===== src/rtl/mutative_pkg.sv =====
// rtl/mutative_pkg.sv - shared op/state encodings and word geometry for mutative_data_ctrl
package mutative_pkg;

    localparam int WORD_WIDTH     = 32;
    localparam int WORDS_PER_LINE = 256 / WORD_WIDTH;
    localparam int NUM_WMASKS     = 256 / 8;

    typedef enum logic [1:0] {
        OP_WORD_RD = 2'b00,
        OP_WORD_WR = 2'b01,
        OP_LINE_RD = 2'b10,
        OP_LINE_WR = 2'b11
    } op_e;

    typedef enum logic [1:0] {
        ST_IDLE    = 2'd0,
        ST_RD_CAP  = 2'd1,
        ST_WR_WAIT = 2'd2,
        ST_RESP    = 2'd3
    } state_e;

endpackage


===== src/rtl/mutative_data_ctrl_if.sv =====
// rtl/mutative_data_ctrl_if.sv - request/response channel between cache pipeline and mutative_data_ctrl
interface mutative_data_ctrl_if #(
    parameter int ADDR_WIDTH = 4,
    parameter int DATA_WIDTH = 256
);
    logic                  req_valid;
    logic                  req_ready;
    logic [1:0]            req_op;
    logic [ADDR_WIDTH-1:0] req_index;
    logic [2:0]            req_offset;
    logic [3:0]            req_bmask;
    logic [DATA_WIDTH-1:0] req_wdata;
    logic                  rsp_valid;
    logic                  rsp_ready;
    logic [1:0]            rsp_op;
    logic [DATA_WIDTH-1:0] rsp_data;

    modport master (
        output req_valid, req_op, req_index, req_offset, req_bmask, req_wdata, rsp_ready,
        input  req_ready, rsp_valid, rsp_op, rsp_data
    );

    modport slave (
        input  req_valid, req_op, req_index, req_offset, req_bmask, req_wdata, rsp_ready,
        output req_ready, rsp_valid, rsp_op, rsp_data
    );
endinterface


===== src/rtl/mutative_word_lane.sv =====
// rtl/mutative_word_lane.sv - word offset to byte-mask shift, write-word replication, read-word extraction
module mutative_word_lane
    import mutative_pkg::*;
#(
    parameter int DATA_WIDTH = 256
) (
    input  logic [2:0]            wr_offset,
    input  logic [3:0]            bmask,
    input  logic [WORD_WIDTH-1:0] wr_word,
    input  logic [2:0]            rd_offset,
    input  logic [DATA_WIDTH-1:0] rd_line,
    output logic [NUM_WMASKS-1:0] wmask,
    output logic [DATA_WIDTH-1:0] din_rep,
    output logic [DATA_WIDTH-1:0] rd_word
);

    logic [NUM_WMASKS-1:0] mask_base;

    assign mask_base = {{(NUM_WMASKS-4){1'b0}}, bmask};
    assign wmask     = mask_base << {wr_offset, 2'b00};
    // Every lane carries the word; the byte mask alone selects which one lands.
    assign din_rep   = {WORDS_PER_LINE{wr_word}};
    assign rd_word   = {{(DATA_WIDTH-WORD_WIDTH){1'b0}}, rd_line[WORD_WIDTH*rd_offset +: WORD_WIDTH]};

endmodule


===== src/rtl/mutative_data_ctrl.sv =====
// rtl/mutative_data_ctrl.sv - access controller for the 16x256 mutative data array (option: MUTATIVE_WR_ACK_EN)
module mutative_data_ctrl
    import mutative_pkg::*;
#(
    parameter int ADDR_WIDTH = 4,
    parameter int DATA_WIDTH = 256
) (
    input  logic                  clk0,
    input  logic                  rstb0,
    mutative_data_ctrl_if.slave   bus,
    output logic                  sram_csb,
    output logic                  sram_web,
    output logic [NUM_WMASKS-1:0] sram_wmask,
    output logic [ADDR_WIDTH-1:0] sram_addr,
    output logic [DATA_WIDTH-1:0] sram_din,
    input  logic [DATA_WIDTH-1:0] sram_dout
);

    state_e                state_q, state_d;
    logic [1:0]            op_q;
    logic [2:0]            offset_q;
    logic [1:0]            rsp_op_q;
    logic [DATA_WIDTH-1:0] rsp_data_q;
    logic                  accept;
    logic [NUM_WMASKS-1:0] lane_wmask;
    logic [DATA_WIDTH-1:0] lane_din;
    logic [DATA_WIDTH-1:0] lane_rd_word;

    mutative_word_lane #(.DATA_WIDTH(DATA_WIDTH)) u_lane (
        .wr_offset (bus.req_offset),
        .bmask     (bus.req_bmask),
        .wr_word   (bus.req_wdata[WORD_WIDTH-1:0]),
        .rd_offset (offset_q),
        .rd_line   (sram_dout),
        .wmask     (lane_wmask),
        .din_rep   (lane_din),
        .rd_word   (lane_rd_word)
    );

    assign bus.req_ready = rstb0 && (state_q == ST_IDLE);
    assign accept        = bus.req_valid && bus.req_ready;
    assign bus.rsp_valid = (state_q == ST_RESP);
    assign bus.rsp_op    = rsp_op_q;
    assign bus.rsp_data  = rsp_data_q;
    assign sram_addr     = bus.req_index;

    always_comb begin
        state_d    = state_q;
        sram_csb   = 1'b1;
        sram_web   = 1'b1;
        sram_wmask = '0;
        sram_din   = '0;
        case (state_q)
            ST_IDLE: begin
                if (accept) begin
                    sram_csb = 1'b0;
                    sram_web = !bus.req_op[0];
                    if (bus.req_op[0]) begin
                        sram_wmask = bus.req_op[1] ? {NUM_WMASKS{1'b1}} : lane_wmask;
                        sram_din   = bus.req_op[1] ? bus.req_wdata : lane_din;
                    end
                    if (!bus.req_op[0]) begin
                        state_d = ST_RD_CAP;
                    end else begin
`ifdef MUTATIVE_WR_ACK_EN
                        state_d = ST_WR_WAIT;
`else
                        state_d = ST_IDLE;
`endif
                    end
                end
            end
            ST_RD_CAP:  state_d = ST_RESP;
            ST_WR_WAIT: state_d = ST_RESP;
            ST_RESP:    if (bus.rsp_ready) state_d = ST_IDLE;
            default:    state_d = ST_IDLE;
        endcase
    end

    always_ff @(posedge clk0) begin
        if (!rstb0) begin
            state_q    <= ST_IDLE;
            op_q       <= 2'b00;
            offset_q   <= 3'd0;
            rsp_op_q   <= 2'b00;
            rsp_data_q <= '0;
        end else begin
            state_q <= state_d;
            if (accept) begin
                op_q     <= bus.req_op;
                offset_q <= bus.req_offset;
            end
            // Array output is valid only in the cycle after the accept edge.
            if (state_q == ST_RD_CAP) begin
                rsp_op_q   <= op_q;
                rsp_data_q <= op_q[1] ? sram_dout : lane_rd_word;
            end
            if (state_q == ST_WR_WAIT) begin
                rsp_op_q   <= op_q;
                rsp_data_q <= '0;
            end
        end
    end

endmodule


===== src/flat_wrapper.sv =====
// flat-port wrapper written by rule: the top's interface ports become plain ports
module mutative_data_ctrl_flat import mutative_pkg::*;
#(
    parameter int ADDR_WIDTH = 4,
    parameter int DATA_WIDTH = 256
)
  (clk0, rstb0, sram_csb, sram_web, sram_wmask, sram_addr, sram_din, sram_dout, bus_req_valid, bus_req_op, bus_req_index, bus_req_offset, bus_req_bmask, bus_req_wdata, bus_rsp_ready, bus_req_ready, bus_rsp_valid, bus_rsp_op, bus_rsp_data);
  mutative_data_ctrl_if #(.ADDR_WIDTH(ADDR_WIDTH), .DATA_WIDTH(DATA_WIDTH)) bus_i ();
  input  logic clk0;
  input  logic rstb0;
  output logic sram_csb;
  output logic sram_web;
  output logic [NUM_WMASKS-1:0] sram_wmask;
  output logic [ADDR_WIDTH-1:0] sram_addr;
  output logic [DATA_WIDTH-1:0] sram_din;
  input  logic [DATA_WIDTH-1:0] sram_dout;
  input wire logic [$bits(bus_i.req_valid)-1:0] bus_req_valid;
  input wire logic [$bits(bus_i.req_op)-1:0] bus_req_op;
  input wire logic [$bits(bus_i.req_index)-1:0] bus_req_index;
  input wire logic [$bits(bus_i.req_offset)-1:0] bus_req_offset;
  input wire logic [$bits(bus_i.req_bmask)-1:0] bus_req_bmask;
  input wire logic [$bits(bus_i.req_wdata)-1:0] bus_req_wdata;
  input wire logic [$bits(bus_i.rsp_ready)-1:0] bus_rsp_ready;
  output wire logic [$bits(bus_i.req_ready)-1:0] bus_req_ready;
  output wire logic [$bits(bus_i.rsp_valid)-1:0] bus_rsp_valid;
  output wire logic [$bits(bus_i.rsp_op)-1:0] bus_rsp_op;
  output wire logic [$bits(bus_i.rsp_data)-1:0] bus_rsp_data;
  assign bus_i.req_valid = bus_req_valid;
  assign bus_i.req_op = bus_req_op;
  assign bus_i.req_index = bus_req_index;
  assign bus_i.req_offset = bus_req_offset;
  assign bus_i.req_bmask = bus_req_bmask;
  assign bus_i.req_wdata = bus_req_wdata;
  assign bus_i.rsp_ready = bus_rsp_ready;
  assign bus_req_ready = bus_i.req_ready;
  assign bus_rsp_valid = bus_i.rsp_valid;
  assign bus_rsp_op = bus_i.rsp_op;
  assign bus_rsp_data = bus_i.rsp_data;
  mutative_data_ctrl #(.ADDR_WIDTH(ADDR_WIDTH), .DATA_WIDTH(DATA_WIDTH)) u_core (.clk0(clk0), .rstb0(rstb0), .bus(bus_i), .sram_csb(sram_csb), .sram_web(sram_web), .sram_wmask(sram_wmask), .sram_addr(sram_addr), .sram_din(sram_din), .sram_dout(sram_dout));
endmodule

===== config.mk =====
export PLATFORM = sky130hd
export DESIGN_NAME = mutative_data_ctrl_flat
export DESIGN_NICKNAME = d
export VERILOG_FILES = /design/src/rtl/mutative_pkg.sv /design/src/rtl/mutative_data_ctrl_if.sv /design/src/rtl/mutative_word_lane.sv /design/src/rtl/mutative_data_ctrl.sv /design/src/flat_wrapper.sv
export SDC_FILE = /design/constraint.sdc
export NUM_CORES = 1
export LEC_CHECK = 0
export BUFFER_PORTS_ARGS = -buffer_cell sky130_fd_sc_hd__buf_4
export CAP_MARGIN = 40
export CORE_AREA = 2 2 423 425
export DETAILED_ROUTE_END_ITERATION = 12
export DIE_AREA = 0 0 425 427
export MAX_ROUTING_LAYER = met4
export PLACE_DENSITY = 0.3
export SETUP_SLACK_MARGIN = 0.05
export SLEW_MARGIN = 20
export SYNTH_ARGS = -nofsm -noshare
export SYNTH_HDL_FRONTEND = slang
export SYNTH_SLANG_ARGS = --single-unit
export TNS_END_PERCENT = 50

===== constraint.sdc =====
create_clock -name clk0 -period 1.9 [get_ports clk0]
set_input_delay 0.095 -clock clk0 [delete_from_list [all_inputs] [get_ports clk0]]
set_output_delay 0.095 -clock clk0 [all_outputs]
set_load 0.05 [all_outputs]

Word level (Yosys, flattened, before mapping)
Index checks and enable logic that the tools add are counted.
{"block": "totals", "ff_bits": 265, "inputBits": 529, "out_inout_bits": 554, "word_cells": 40}
{"block": "classes", "eq_ne": 5, "n_shift": 2, "n_mux": 19, "n_bitwise": 1, "n_reduce_logical": 8}
{"operator": "$mux 256", "count": 5}
{"operator": "$shiftx 256x9->32", "count": 1}
{"operator": "$mux 32", "count": 4}
{"operator": "$shl 4x5->32", "count": 1}
{"operator": "$mux 2", "count": 4}
{"operator": "$pmux 2 s3", "count": 1}
{"operator": "$mux 1", "count": 5}
{"operator": "$eq 2x2->1 const B", "count": 2}
{"operator": "$reduce_or 2->1", "count": 2}
{"operator": "$eq 2x1->1 const B", "count": 1}
{"operator": "$logic_and 1x1->1", "count": 2}
{"operator": "$logic_not 2->1", "count": 1}
{"operator": "$ne 2x1->1 const B", "count": 1}
{"operator": "$ne 2x2->1 const B", "count": 1}
{"operator": "$reduce_and 2->1", "count": 1}
{"operator": "$reduce_bool 2->1", "count": 1}
{"operator": "$logic_not 1->1", "count": 1}
{"operator": "$not 1->1", "count": 1}

Depth between registers and ports, before layout
Gate-level depths: netlist of the first run.
{"block": "depth", "ltp_word": 5, "depth_mapped": 8, "ltp_nobuf": 6}

Cells and area by module
From an unflattened synthesis of the first run, not the netlist that was laid out.
{"block": "unflattened", "hier_cells": 2477, "hier_area_um2": 21725.8}
{"mod": "mutative_data_ctrl", "n_inst": 1, "cells_per_inst": 1835, "area_per_inst_um2": 15845.2, "seq_area_each_um2": 5305.1}
{"mod": "mutative_word_lane", "n_inst": 1, "cells_per_inst": 642, "area_per_inst_um2": 5880.6, "seq_area_each_um2": 0.0}

Worst setup path before layout of the first run
No wires, ideal clock.
{"block": "synth_timing", "path_type": "register to output", "from": "register u_core.state_q[0]", "to": "output port sram_din[38]", "arrival_time_ps": 2036, "required_ps": 1805, "setup_slack_ps": -231, "stages_incl_launch_ff": 8, "n_path_buf": 1, "cell_sequence": "dfxtp_1 > inv_1 > ha_1 > and2_4 > and3_4 > inv_2 > clkbuf_1 > a21oi_1"}
{"block": "synth_between", "elab_chain_len": 5}
{"element": "start, declared", "line": "mutative_data_ctrl.sv:19", "rtl": "state_e state_q, state_d;"}
{"element": "start signal, assigned", "line": "mutative_data_ctrl.sv:88", "rtl": "state_q <= state_d;"}
{"element": "$logic_not 2->1", "line": "mutative_data_ctrl.sv:40", "rtl": "assign bus.req_ready = rstb0 && (state_q == ST_IDLE);"}
{"element": "$logic_and 1x1->1", "line": "mutative_data_ctrl.sv:40"}
{"element": "named net bus_req_ready", "line": "flat_wrapper.sv:24", "rtl": "output wire logic [$bits(bus_i.req_ready)-1:0] bus_req_ready;"}
{"element": "$logic_and 1x1->1", "line": "mutative_data_ctrl.sv:41", "rtl": "assign accept = bus.req_valid && bus.req_ready;"}
{"element": "$mux 256", "line": "mutative_data_ctrl.sv:55", "rtl": "if (accept) begin"}
{"element": "$mux 256", "line": "mutative_data_ctrl.sv:53", "rtl": "case (state_q)"}
{"element": "end, declared", "line": "flat_wrapper.sv:15", "rtl": "output logic [DATA_WIDTH-1:0] sram_din;"}
The timed path passes the listed nets, and every way through them passes these cells.

Worst setup path in the final report of the first run
{"block": "layout_timing", "from": "register u_core.state_q[0]", "to": "output port sram_din[244]"}
{"block": "layout_between", "elab_chain_len": 5}
{"element": "$logic_not 2->1 *", "line": "mutative_data_ctrl.sv:40, mutative_data_ctrl.sv:53"}
{"element": "$logic_and 1x1->1", "line": "mutative_data_ctrl.sv:40"}
{"element": "$logic_and 1x1->1", "line": "mutative_data_ctrl.sv:41"}
{"element": "$mux 256", "line": "mutative_data_ctrl.sv:55"}
{"element": "$mux 256 *", "line": "mutative_data_ctrl.sv:53"}
Every way passes the cells marked *; elsewhere a longest branch is shown, timed or not.

==> metrics.txt, run 1 <==
# TYPE chip_impl_metric gauge
chip_impl_metric{name="via_count_of_the_first_global_routing_pass",unit=""} 21685
chip_impl_metric{name="design.core.area",unit="sq um"} 177000
chip_impl_metric{name="syn_to_layout_area_delta",unit="%"} 112
chip_impl_metric{name="crit_path_max_fanout",unit=""} 20
chip_impl_metric{name="dp_hpwl",unit="um"} 118000
chip_impl_metric{name="p_int",unit="W"} 0.0138
chip_impl_info{name="failed_checks",value="setup timing"} 1
chip_impl_metric{name="drc_violations_left",unit=""} 0
chip_impl_metric{name="die_area",unit="sq um"} 181000
chip_impl_metric{name="period_minus_slack",unit="ns"} 2.44
chip_impl_info{name="min_path_type",value="input port to flop"} 1
chip_impl_metric{name="setup_violations",unit=""} 290
chip_impl_metric{name="worst_ep_required_time",unit="ns"} 1.80
chip_impl_metric{name="finalHoldViolations",unit=""} 0
chip_impl_info{name="cts_root_buffer",value="clkbuf_16"} 1
chip_impl_metric{name="route.final.wire_length",unit="um"} 142000
chip_impl_metric{name="postLayoutSetupSlackWorst",unit="ns"} -0.544
chip_impl_metric{name="power.ir.vdd_worst",unit="V"} 0.000539
chip_impl_metric{name="ant_nets",unit=""} 0
chip_impl_metric{name="drv.max_cap_violation_count",unit=""} 0
chip_impl_metric{name="grt_usage",unit="%"} 15.2
chip_impl_metric{name="nets",unit=""} 4023
chip_impl_info{name="cts_tree",value="built"} 1
chip_impl_info{name="yosysMostFrequentCell",value="a21oi_1"} 1
chip_impl_metric{name="syn_nets",unit=""} 2619
chip_impl_metric{name="wl_per_cell",unit="um"} 24.1
chip_impl_metric{name="synth-edff-count",unit=""} 0
chip_impl_metric{name="final_cell_area",unit="sq um"} 34400
chip_impl_metric{name="post-route-period-util",unit="%"} 129
chip_impl_info{name="yosys_most_used_dff",value="dfxtp_1"} 1
chip_impl_metric{name="postSynthRegisterBits",unit=""} 265
chip_impl_info{name="synth_commonest_cells",value="a21oi_1, dfxtp_1, nor2_1, nand2_1, nor2b_1"} 1
chip_impl_info{name="critical_path_capture_point_type",value="primary output"} 1
chip_impl_metric{name="insertion_delay",unit="ns"} 0.61
chip_impl_metric{name="fraction_of_the_core_area_covered_by_cells_at_the_end_of_the_flow",unit="%"} 19.4
chip_impl_metric{name="synth.yosys.seq_area_share",unit="%"} 32.6
chip_impl_metric{name="finalMaxSlewViolations",unit=""} 0
chip_impl_metric{name="die-height",unit="um"} 427
chip_impl_metric{name="finish.cell_count_without_fillers",unit=""} 5878
chip_impl_metric{name="clock_skew",unit="ns"} 0.0418
chip_impl_metric{name="floorplan.rows",unit=""} 155
chip_impl_metric{name="net-switching-power",unit="W"} 0.00840
chip_impl_metric{name="post_synth.cell_area_avg",unit="sq um"} 7.80
chip_impl_info{name="yosysTopAreaCell",value="dfxtp_1"} 1
chip_impl_metric{name="floorplan.io_pins",unit=""} 1083
chip_impl_metric{name="synthDistinctLibCells",unit=""} 35
chip_impl_metric{name="syn_inst",unit=""} 2086
chip_impl_info{name="rsz0062_at_grt",value="yes"} 1
chip_impl_metric{name="cts.sinks",unit=""} 265
chip_impl_metric{name="share_clk_of_total_power",unit="%"} 34.8
chip_impl_metric{name="detailedRoute.firstIterationViolations",unit=""} 784
chip_impl_metric{name="antenna_violations_before_repair",unit=""} 11
chip_impl_metric{name="detailedPlace.worstSlack",unit="ns"} -0.130
chip_impl_metric{name="cts_max_level",unit=""} 2
chip_impl_metric{name="place.port_buffers",unit=""} 1074
chip_impl_metric{name="post_synth_fa_ha_maj_area_fraction",unit="%"} 0.308
chip_impl_info{name="worst-setup-path-type",value="flop to primary output"} 1
chip_impl_metric{name="wire_length_of_the_first_global_routing_pass",unit="um"} 185000
chip_impl_info{name="outcome",value="complete, but fails checks"} 1
chip_impl_metric{name="power_switching_share",unit="%"} 37.9
chip_impl_metric{name="r2r.worst_path.cells",unit=""} 6
chip_impl_info{name="netlist_top_cells_area",value="dfxtp_1, a21oi_2, a21oi_1"} 1
chip_impl_metric{name="gp_congestion",unit=""} 0.867
chip_impl_metric{name="seq_power_share",unit="%"} 26.6
chip_impl_metric{name="layout-drive-gt1-share",unit="%"} 46.9
chip_impl_metric{name="vias",unit=""} 20481
chip_impl_metric{name="power_density",unit="nW/um^2"} 645
chip_impl_metric{name="synth.yosys.warnings",unit=""} 0
chip_impl_metric{name="post_synthesis_share_of_cell_area_spent_on_xor_and_xnor_gates",unit="%"} 0
chip_impl_metric{name="drtPass1Iterations",unit=""} 5
chip_impl_metric{name="max-slew-margin-rel",unit="%"} 42.8
chip_impl_metric{name="p_leak",unit="nW"} 14.3
chip_impl_metric{name="combPwrFrac",unit="%"} 38.6
chip_impl_metric{name="overflow",unit=""} 0
chip_impl_info{name="worst_setup_path_start_kind",value="flop"} 1
chip_impl_metric{name="hold_path_depth",unit=""} 3
chip_impl_metric{name="dpl-instance-area",unit="sq um"} 29200
chip_impl_metric{name="synth_simple_gate_area_share",unit="%"} 26.1
chip_impl_metric{name="post_detailed_route_via_to_cell_ratio",unit=""} 3.48
chip_impl_metric{name="synth.area.mux_share",unit="%"} 8.00
chip_impl_metric{name="worst-endpoint-arrival",unit="ns"} 2.35
chip_impl_metric{name="place.detailed.instances",unit=""} 5528
chip_impl_metric{name="asyncSetResetFlopFracSynth",unit="%"} 0
chip_impl_metric{name="initial_utilization",unit="%"} 9.18
chip_impl_metric{name="yosysTopAreaCellShare",unit="%"} 32.6
chip_impl_metric{name="synth_compound_area_share",unit="%"} 25.5
chip_impl_metric{name="worst_slew_pin_slew",unit="ns"} 0.857
chip_impl_metric{name="cts_buffers",unit=""} 39
chip_impl_metric{name="maxClockFrequency",unit="MHz"} 409
chip_impl_metric{name="grt_start_max_net_pins",unit=""} 51
chip_impl_metric{name="setup_tns",unit="ns"} -123.53
chip_impl_metric{name="synthesis.area",unit="sq um"} 16300
chip_impl_info{name="synth_top_family_by_area",value="simple AND/OR/NAND/NOR gates"} 1
chip_impl_metric{name="cts.clk_slew.worst_paths",unit="ns"} 0.06
chip_impl_metric{name="die_width",unit="um"} 425
chip_impl_metric{name="cts_buffer_depth",unit=""} 3
==> power groups by stage <==
stage / Combinational (W) / Sequential, W / Clock (W)
final: 0.00856 / 0.00590 / 0.00772
after global routing: 0.00907 / 0.00593 / 0.00826
after CTS: 0.00863 / 0.00591 / 0.00808
after detailed placement: 0.00795 / 0.00603 / 0
after global placement: 0.00799 / 0.00602 / 0
after floorplan: 0.00343 / 0.00666 / 0
==> through the flow <==
step | total power (W) | hold slack, ns
6_report | 0.0222 | 0.0430
5_1_grt | 0.0233 | 0.0487
4_1_cts | 0.0226 | 0.00286
3_5_place_dp | 0.0140 | 0.190
3_3_place_gp | 0.0140 | 0.190
2_1_floorplan | 0.0101 | 0.231
==> what timing repair did <==
action,in CTS,in global routing
gates cloned,2,1
gates resized for setup,132,126
endpoints found under the setup margin,298,329
hold buffers,264,0
hold endpoints to repair,260,0
pin swaps,1,2
buffers inserted,2,7
==> cells in the final DEF (no fill, tap or decap), drive strengths merged, types with 3 or more instances in the layout <==
cell type	count
buf	1292
a21oi	519
dfxtp	265
dlygate4sd3	264
nor2	259
nand2	232
nor2b	224
mux2i	130
nand2b	66
a22oi	64
clkbuf	62
nand3	38
and2	35
a31o	32
diode	6
clkinv	5
nor3b	4
inv	4
ha	4
and3b	3
and2b	3
bufinv	3
==> final timing paths <==
check	slack, ns	end	startpoint
max	-0.54	sram_din[244]	u_core.state_q[0]$_SDFFE_PN0P_
min	0.04	u_core.offset_q[0]$_SDFFE_PN0P_	bus_req_valid
max reg2reg	-0.01	u_core.bus.rsp_data[14]$_SDFFE_PP0N_	u_core.offset_q[0]$_SDFFE_PN0P_
min reg2reg	0.47	u_core.op_q[0]$_SDFFE_PN0P_	u_core.op_q[0]$_SDFFE_PN0P_
==> logic make-up after synthesis <==
| logic type | Yosys count |
|---|---|
| buffers and inverters | 200 |
| DFF | 265 |
| muxes | 130 |
| AOI/OAI and AO/OA | 620 |
| adders and majority gates | 4 |
| and+or+nand+nor | 867 |
==> flip-flops by register name, summed over array words and instances, names as in the netlist <==
signal               flops
u_core.bus.rsp_data    256
u_core.offset_q          3
u_core.bus.rsp_op        2
u_core.op_q              2
u_core.state_q           2
==> metal layers <==
layer	GRT usage (%)	vias up	share of wire, %
met5	-	-	0
met4	5.47	0	4.0
met3	3.11	131	5.3
met2	31.1	669	59
met1	13.3	9784	32
li1	-	9897	-
==> critical path, cell delays in order (launching register included) <==
cell	delay, ns
dfxtp_2	0.32
inv_2	0.07
ha_4	0.13
and2_4	0.13
and3_4	0.25
inv_12	0.08
bufbuf_16	0.33
a21oi_2	0.14
buf_6	0.22
==> final cells by class <==
cell class | count | area, sq um
Antenna cell | 6 | 15.0
Clock buffer | 60 | 1170
Clock inverter | 8 | 130
Fill cell | 20124 | 143000
Inverter | 4 | 27.5
Multi-Input combinational cell | 1621 | 10700
Sequential cell | 265 | 5310
Tap cell | 2355 | 2950
Timing Repair Buffer | 1559 | 14100
(Power assumes the default switching activity.)
==> run 2: changes to the inputs <==
--- a/config.mk
+++ b/config.mk
@@ -11,7 +11,7 @@
 export DETAILED_ROUTE_END_ITERATION = 12
 export DIE_AREA = 0 0 425 427
 export MAX_ROUTING_LAYER = met4
-export PLACE_DENSITY = 0.3
+export PLACE_DENSITY = 0.39
 export SETUP_SLACK_MARGIN = 0.05
 export SLEW_MARGIN = 20
 export SYNTH_ARGS = -nofsm -noshare
==> run 2 against run 1 <==
Compared with the run above:
- the flow still finishes with violations (setup timing)
- hold slack gained 0.019 ns
- maximum frequency up 0.74%
- total power down 4.0%
- sequential power hardly changed
- clock-buffer cell count shrank 6
- die area stayed put
- critical path depth increased by 1
- critical endpoint is now sram_din[185]
- sequential share of layout area down 0.065 points
- clock power down 10%
==> metrics.txt, run 2 (synthesis results as in run 1) <==
# TYPE chip_impl_metric gauge
chip_impl_metric{name="finalMaxSlewViolations",unit=""} 0
chip_impl_metric{name="power_density",unit="nW/um^2"} 617
chip_impl_metric{name="worst-endpoint-arrival",unit="ns"} 2.33
chip_impl_metric{name="postLayoutSetupSlackWorst",unit="ns"} -0.527
chip_impl_metric{name="share_clk_of_total_power",unit="%"} 32.6
chip_impl_metric{name="dp_hpwl",unit="um"} 108000
chip_impl_info{name="worst_setup_path_start_kind",value="flop"} 1
chip_impl_info{name="cts_tree",value="built"} 1
chip_impl_metric{name="crit_path_max_fanout",unit=""} 18
chip_impl_metric{name="drv.max_cap_violation_count",unit=""} 0
chip_impl_metric{name="cts.sinks",unit=""} 265
chip_impl_metric{name="initial_utilization",unit="%"} 9.18
chip_impl_metric{name="grt_start_max_net_pins",unit=""} 71
chip_impl_metric{name="cts_max_level",unit=""} 2
chip_impl_metric{name="layout-drive-gt1-share",unit="%"} 47.1
chip_impl_metric{name="ant_nets",unit=""} 0
chip_impl_metric{name="p_leak",unit="nW"} 14.3
chip_impl_metric{name="syn_to_layout_area_delta",unit="%"} 112
chip_impl_info{name="grt_most_used_layer",value="met2"} 1
chip_impl_info{name="rsz0062_at_grt",value="yes"} 1
chip_impl_metric{name="finalHoldViolations",unit=""} 0
chip_impl_metric{name="seq_power_share",unit="%"} 27.7
chip_impl_info{name="worst-setup-path-type",value="flop to primary output"} 1
chip_impl_metric{name="setup_violations",unit=""} 291
chip_impl_metric{name="post_detailed_route_via_to_cell_ratio",unit=""} 3.53
chip_impl_metric{name="maxClockFrequency",unit="MHz"} 412
chip_impl_metric{name="worst_ep_required_time",unit="ns"} 1.80
chip_impl_metric{name="nets",unit=""} 4019
chip_impl_metric{name="insertion_delay",unit="ns"} 0.58
chip_impl_metric{name="detailedRoute.firstIterationViolations",unit=""} 865
chip_impl_metric{name="die-height",unit="um"} 427
chip_impl_metric{name="cts.clk_slew.worst_paths",unit="ns"} 0.06
chip_impl_metric{name="gr-usage-met1",unit="%"} 12.5
chip_impl_metric{name="overflow",unit=""} 0
chip_impl_metric{name="design.core.area",unit="sq um"} 177000
chip_impl_info{name="min_path_type",value="input port to flop"} 1
chip_impl_metric{name="max-slew-margin-rel",unit="%"} 50.4
chip_impl_metric{name="floorplan.rows",unit=""} 155
chip_impl_info{name="failed_checks",value="setup timing"} 1
chip_impl_metric{name="cts_buffer_depth",unit=""} 3
chip_impl_metric{name="via_count_of_the_first_global_routing_pass",unit=""} 21582
chip_impl_metric{name="drc_violations_left",unit=""} 0
chip_impl_metric{name="rrSetupSlack",unit="ns"} -0.03
chip_impl_metric{name="period_minus_slack",unit="ns"} 2.43
chip_impl_metric{name="post-route-period-util",unit="%"} 128
chip_impl_metric{name="wl_per_cell",unit="um"} 22.5
chip_impl_metric{name="gp_congestion",unit=""} 0.865
chip_impl_info{name="cts_root_buffer",value="clkbuf_16"} 1
chip_impl_metric{name="cts_buffers",unit=""} 36
chip_impl_metric{name="place.detailed.instances",unit=""} 5526
chip_impl_metric{name="net-switching-power",unit="W"} 0.00809
chip_impl_metric{name="vias",unit=""} 20722
chip_impl_metric{name="route.final.wire_length",unit="um"} 132000
chip_impl_metric{name="setup_tns",unit="ns"} -121.52
chip_impl_metric{name="floorplan.io_pins",unit=""} 1083
chip_impl_metric{name="power.ir.vdd_worst",unit="V"} 0.000496
chip_impl_info{name="outcome",value="complete, but fails checks"} 1
chip_impl_metric{name="grt_usage",unit="%"} 14.2
chip_impl_metric{name="power_switching_share",unit="%"} 38.0
chip_impl_metric{name="worst_slew_pin_slew",unit="ns"} 0.743
chip_impl_metric{name="finish.cell_count_without_fillers",unit=""} 5876
chip_impl_metric{name="die_area",unit="sq um"} 181000
chip_impl_metric{name="wire_length_of_the_first_global_routing_pass",unit="um"} 175000
chip_impl_metric{name="combPwrFrac",unit="%"} 39.7
chip_impl_metric{name="drtPass1Iterations",unit=""} 5
chip_impl_info{name="critical_path_capture_point_type",value="primary output"} 1
chip_impl_metric{name="use_met3",unit="%"} 2.58
chip_impl_info{name="mostFrequentLayoutCells",value="buf_4, a21oi_1, dlygate4sd3_1"} 1
chip_impl_metric{name="die_width",unit="um"} 425
chip_impl_metric{name="clock_skew",unit="ns"} 0.0148
chip_impl_metric{name="p_int",unit="W"} 0.0132
chip_impl_metric{name="antenna_violations_before_repair",unit=""} 23
chip_impl_info{name="most_frequent_standard_cell_in_the_layout_excluding_fill_and_tap_cells",value="buf_4"} 1
chip_impl_metric{name="grt_util_met2",unit="%"} 29.1
chip_impl_metric{name="place.port_buffers",unit=""} 1074
chip_impl_metric{name="largest_register_ff_count",unit=""} 256
run 2: what timing repair did:
action / in CTS / in global routing
endpoints found under the setup margin: 295 / 422
hold endpoints to repair: 262 / 0
hold buffers: 265 / 0
setup buffers: 7 / 0
cloned: 4 / 1
pin swaps: 10 / 3
resized for setup: 241 / 86
run 2: layer usage:
metal / vias to the layer above / share of wire [%] / routed length [um]
li1: 9867 / - / -
met3: 150 / 5.0 / 6630
met1: 9980 / 32 / 41800
met2: 725 / 59 / 78200
met5: - / 0 / 0
met4: 0 / 4.3 / 5690
run 2: metrics by stage:
stage	setup WS (ns)	power [W]	util (%)	instance area, sq um	hold WS (ns)
2_1_floorplan	-0.231	0.0101	-	17000	0.231
3_3_place_gp	-0.336	0.0138	16.5	29200	0.190
3_5_place_dp	-0.106	0.0138	16.5	29200	0.190
4_1_cts	-0.565	0.0217	19.3	34100	0.0187
5_1_grt	-0.613	0.0223	19.5	34600	0.0456
6_report	-0.527	0.0213	19.5	34600	0.0620
run 2: layout make-up:
type / count / area (sq um)
multi-input cells: 1621 / 10800
inverters: 4 / 31.3
fillers: 19966 / 143000
flip-flops and latches: 265 / 5310
clock buffers: 54 / 1040
repair buffers: 1558 / 14300
clock inverters: 11 / 123
well taps: 2355 / 2950
diodes: 8 / 20.0
run 2: worst paths after layout:
path,startpoint,endpoint,depth (start not counted)
worst max-delay path,u_core.state_q[0]$_SDFFE_PN0P_,sram_din[185],9
worst min-delay path,bus_req_offset[0],u_core.offset_q[0]$_SDFFE_PN0P_,3
worst max register to register,u_core.state_q[0]$_SDFFE_PN0P_,u_core.bus.rsp_data[13]$_SDFFE_PP0N_,9
worst min register to register,u_core.op_q[0]$_SDFFE_PN0P_,u_core.op_q[0]$_SDFFE_PN0P_,2
run 2: power groups by stage:
| stage | registers (W) | logic [W] | clock network (W) |
|---|---|---|---|
| final | 0.00590 | 0.00847 | 0.00694 |
| after global placement | 0.00602 | 0.00776 | 0 |
| after CTS | 0.00591 | 0.00857 | 0.00722 |
| after detailed placement | 0.00602 | 0.00775 | 0 |
| after floorplan | 0.00666 | 0.00343 | 0 |
| after global routing | 0.00593 | 0.00895 | 0.00742 |
run 2: worst max-delay path, cell delays in order (launching register included):
cell and delay [ns]:
dfxtp_2 0.32, inv_2 0.07, ha_4 0.13, and2_4 0.13, and3_4 0.26, inv_16 0.08
buf_16 0.21, buf_6 0.13, a21oi_2 0.14, buf_6 0.20
==> run 3: changes to the inputs <==
--- a/config.mk
+++ b/config.mk
@@ -12,7 +12,7 @@
 export DIE_AREA = 0 0 425 427
 export MAX_ROUTING_LAYER = met4
 export PLACE_DENSITY = 0.39
-export SETUP_SLACK_MARGIN = 0.05
+export SETUP_SLACK_MARGIN = 0.15
 export SLEW_MARGIN = 20
 export SYNTH_ARGS = -nofsm -noshare
 export SYNTH_HDL_FRONTEND = slang
==> run 3 against run 2 <==
Compared with the run above:
- the flow still finishes with violations (setup timing)
- first-iteration DRC count increased by 54%
- clock power increased by 2%
- critical endpoint is now sram_din[241]
- critical path depth unchanged
- critical path type unchanged
- via count increased by 2.7%
- core utilization increased by 0.74 points
- clock skew decreased by 0.0026 ns
- hold slack got worse by 0.049 ns
==> metrics.txt, run 3 (synthesis results as in run 1) <==
# TYPE chip_impl_metric gauge
chip_impl_info{name="outcome",value="complete, but fails checks"} 1
chip_impl_info{name="failed_checks",value="setup timing"} 1
chip_impl_metric{name="slowest_delay",unit="ns"} 0.33
chip_impl_metric{name="power.ir.vdd_worst",unit="V"} 0.000484
chip_impl_metric{name="postLayoutSetupSlackWorst",unit="ns"} -0.567
chip_impl_info{name="worst_setup_path_start_kind",value="flop"} 1
chip_impl_metric{name="cts_max_level",unit=""} 2
chip_impl_info{name="cts_tree",value="built"} 1
chip_impl_metric{name="drv.max_cap_violation_count",unit=""} 0
chip_impl_metric{name="cts_buffer_depth",unit=""} 3
chip_impl_info{name="mostFrequentLayoutCells",value="buf_4, a21oi_1, dlygate4sd3_1"} 1
chip_impl_metric{name="cts.sinks",unit=""} 265
chip_impl_metric{name="floorplan.io_pins",unit=""} 1083
chip_impl_info{name="worst-setup-path-type",value="flop to primary output"} 1
chip_impl_metric{name="largest_register_ff_count",unit=""} 256
chip_impl_metric{name="syn_to_layout_area_delta",unit="%"} 121
chip_impl_info{name="r2r-start",value="u_core.offset_q[0]$_SDFFE_PN0P_"} 1
chip_impl_metric{name="fraction_of_the_core_area_covered_by_cells_at_the_end_of_the_flow",unit="%"} 20.2
chip_impl_metric{name="grt_start_max_net_pins",unit=""} 83
chip_impl_metric{name="die_area",unit="sq um"} 181000
chip_impl_metric{name="hold_path_depth",unit=""} 4
chip_impl_metric{name="hold-worst-slack",unit="ns"} 0.0134
chip_impl_info{name="cp_slowest_cell",value="dfxtp_2"} 1
chip_impl_info{name="most_frequent_standard_cell_in_the_layout_excluding_fill_and_tap_cells",value="buf_4"} 1
chip_impl_metric{name="num-fill-cells",unit=""} 19863
chip_impl_info{name="critical_path_capture_point_type",value="primary output"} 1
chip_impl_metric{name="grt_usage",unit="%"} 17.2
chip_impl_metric{name="die-height",unit="um"} 427
chip_impl_metric{name="seq_area",unit="sq um"} 5310
chip_impl_metric{name="post-route-period-util",unit="%"} 130
chip_impl_metric{name="vias",unit=""} 21272
chip_impl_metric{name="floorplan.rows",unit=""} 155
chip_impl_metric{name="setup_violations",unit=""} 290
chip_impl_metric{name="via_count_of_the_first_global_routing_pass",unit=""} 21237
chip_impl_info{name="cts_root_buffer",value="clkbuf_16"} 1
chip_impl_metric{name="route.final.wire_length",unit="um"} 161000
chip_impl_metric{name="cts_buffers",unit=""} 37
chip_impl_metric{name="clock_skew",unit="ns"} 0.0122
chip_impl_metric{name="wl_per_cell",unit="um"} 27.2
chip_impl_metric{name="finalMaxSlewViolations",unit=""} 0
chip_impl_metric{name="post_detailed_route_via_to_cell_ratio",unit=""} 3.60
chip_impl_metric{name="power_density",unit="nW/um^2"} 616
chip_impl_metric{name="wl_met2",unit="um"} 76700
chip_impl_metric{name="fin_total_pwr",unit="W"} 0.0221
chip_impl_info{name="min_path_type",value="input port to flop"} 1
chip_impl_info{name="rsz0062_at_grt",value="yes"} 1
chip_impl_metric{name="maxClockFrequency",unit="MHz"} 405
chip_impl_metric{name="worst_slew_pin_slew",unit="ns"} 0.809
chip_impl_metric{name="dp_hpwl",unit="um"} 136000
chip_impl_metric{name="max-slew-margin-rel",unit="%"} 46.1
chip_impl_info{name="critical_path_cell_sequence",value="inv_4, ha_4, and2_4, and3_4, inv_16, buf_12, buf_4, a21oi_4, buf_8"} 1
chip_impl_metric{name="worst_ep_required_time",unit="ns"} 1.80
chip_impl_info{name="route.top_layer_used",value="met4"} 1
chip_impl_metric{name="gp_congestion",unit=""} 0.985
chip_impl_metric{name="setup_tns",unit="ns"} -123.73
chip_impl_metric{name="initial_utilization",unit="%"} 9.18
chip_impl_metric{name="wl_met3",unit="um"} 9650
chip_impl_metric{name="drc_violations_left",unit=""} 0
chip_impl_metric{name="period_minus_slack",unit="ns"} 2.47
chip_impl_metric{name="nets",unit=""} 4044
chip_impl_metric{name="rrSetupSlack",unit="ns"} 0
chip_impl_metric{name="p_leak",unit="nW"} 14.7
chip_impl_info{name="hold_path_endpoint",value="u_core.state_q[1]$_SDFFE_PN0P_"} 1
chip_impl_metric{name="design.core.area",unit="sq um"} 177000
chip_impl_metric{name="finalHoldViolations",unit=""} 0
chip_impl_metric{name="cts.clk_slew.worst_paths",unit="ns"} 0.06
chip_impl_info{name="reg2reg_to",value="u_core.bus.rsp_data[14]$_SDFFE_PP0N_"} 1
chip_impl_metric{name="insertion_delay",unit="ns"} 0.58
chip_impl_info{name="timing.critical_path.from",value="u_core.state_q[1]$_SDFFE_PN0P_"} 1
chip_impl_metric{name="crit_path_max_fanout",unit=""} 22
chip_impl_metric{name="die_width",unit="um"} 425
chip_impl_metric{name="place.port_buffers",unit=""} 1074
chip_impl_metric{name="ant_nets",unit=""} 0
chip_impl_metric{name="met1_length",unit="um"} 71000
chip_impl_metric{name="detailedRoute.firstIterationViolations",unit=""} 1335
chip_impl_metric{name="antenna_violations_before_repair",unit=""} 27
chip_impl_info{name="hold_start",value="rstb0"} 1
chip_impl_metric{name="area_occupied_by_multi_input_gates",unit="sq um"} 11200
chip_impl_metric{name="drtPass1Iterations",unit=""} 5
chip_impl_metric{name="layout-drive-gt1-share",unit="%"} 48.4
chip_impl_metric{name="worst-endpoint-arrival",unit="ns"} 2.37
chip_impl_metric{name="wire_length_of_the_first_global_routing_pass",unit="um"} 205000
chip_impl_metric{name="overflow",unit=""} 0
chip_impl_metric{name="r2r.worst_path.cells",unit=""} 6
## run 3: critical path: cells and delay by family (launching register included)
kind	cells	cell delay (ns)
DFF	1	0.33
adders and majority gates	1	0.13
and+or+nand+nor	2	0.39
buffers and inverters	5	0.70
AOI/OAI and AO/OA	1	0.18
## run 3: per-layer routing
layer / track usage [%] / up-vias
met5: - / -
met4: 3.39 / 0
met3: 3.66 / 144
met2: 28.0 / 727
met1: 21.9 / 10449
li1: - / 9952
## run 3: repair_timing
action / in CTS / in global routing
setup endpoints to repair: 326 / 467
hold buffers: 265 / 0
gates resized for setup: 265 / 244
gates cloned: 3 / 5
buffers inserted: 11 / 8
pin swaps: 3 / 23
endpoints found under the hold margin: 265 / 0
## run 3: metrics by stage
stage,setup slack (ns),area (sq um),std cells
2_1_floorplan,-0.131,17300,2086
3_3_place_gp,-0.104,29500,5535
3_5_place_dp,-0.0820,29500,5535
4_1_cts,-0.634,34700,5877
5_1_grt,-0.666,35800,5905
6_report,-0.567,35900,5914
## run 3: final cells by class
cell class,instances,share of cell area (%)
Timing Repair Buffer,1582,42.3
Multi-Input combinational cell,1621,31.2
Sequential cell,265,14.8
Tap cell,2355,8.21
Clock buffer,51,3.04
Clock inverter,12,0.227
Antenna cell,24,0.167
Inverter,4,0.0942
## run 3: report_power, final
group          switching (W)  internal [W]
clock                0.00307       0.00401
sequential          0.000150       0.00577
combinational        0.00549       0.00360
total                0.00871        0.0134
## run 3: worst max-delay path by stage
stage,slack [ns],endpoint,cells past startpoint
2_1_floorplan,-0.13,sram_din[255],7
3_3_place_gp,-0.10,u_core.bus.rsp_data[14]$_SDFFE_PP0N_,6
3_5_place_dp,-0.08,u_core.bus.rsp_data[14]$_SDFFE_PP0N_,6
4_1_cts,-0.63,sram_din[200],10
5_1_grt,-0.67,sram_din[38],10
6_report,-0.57,sram_din[241],9
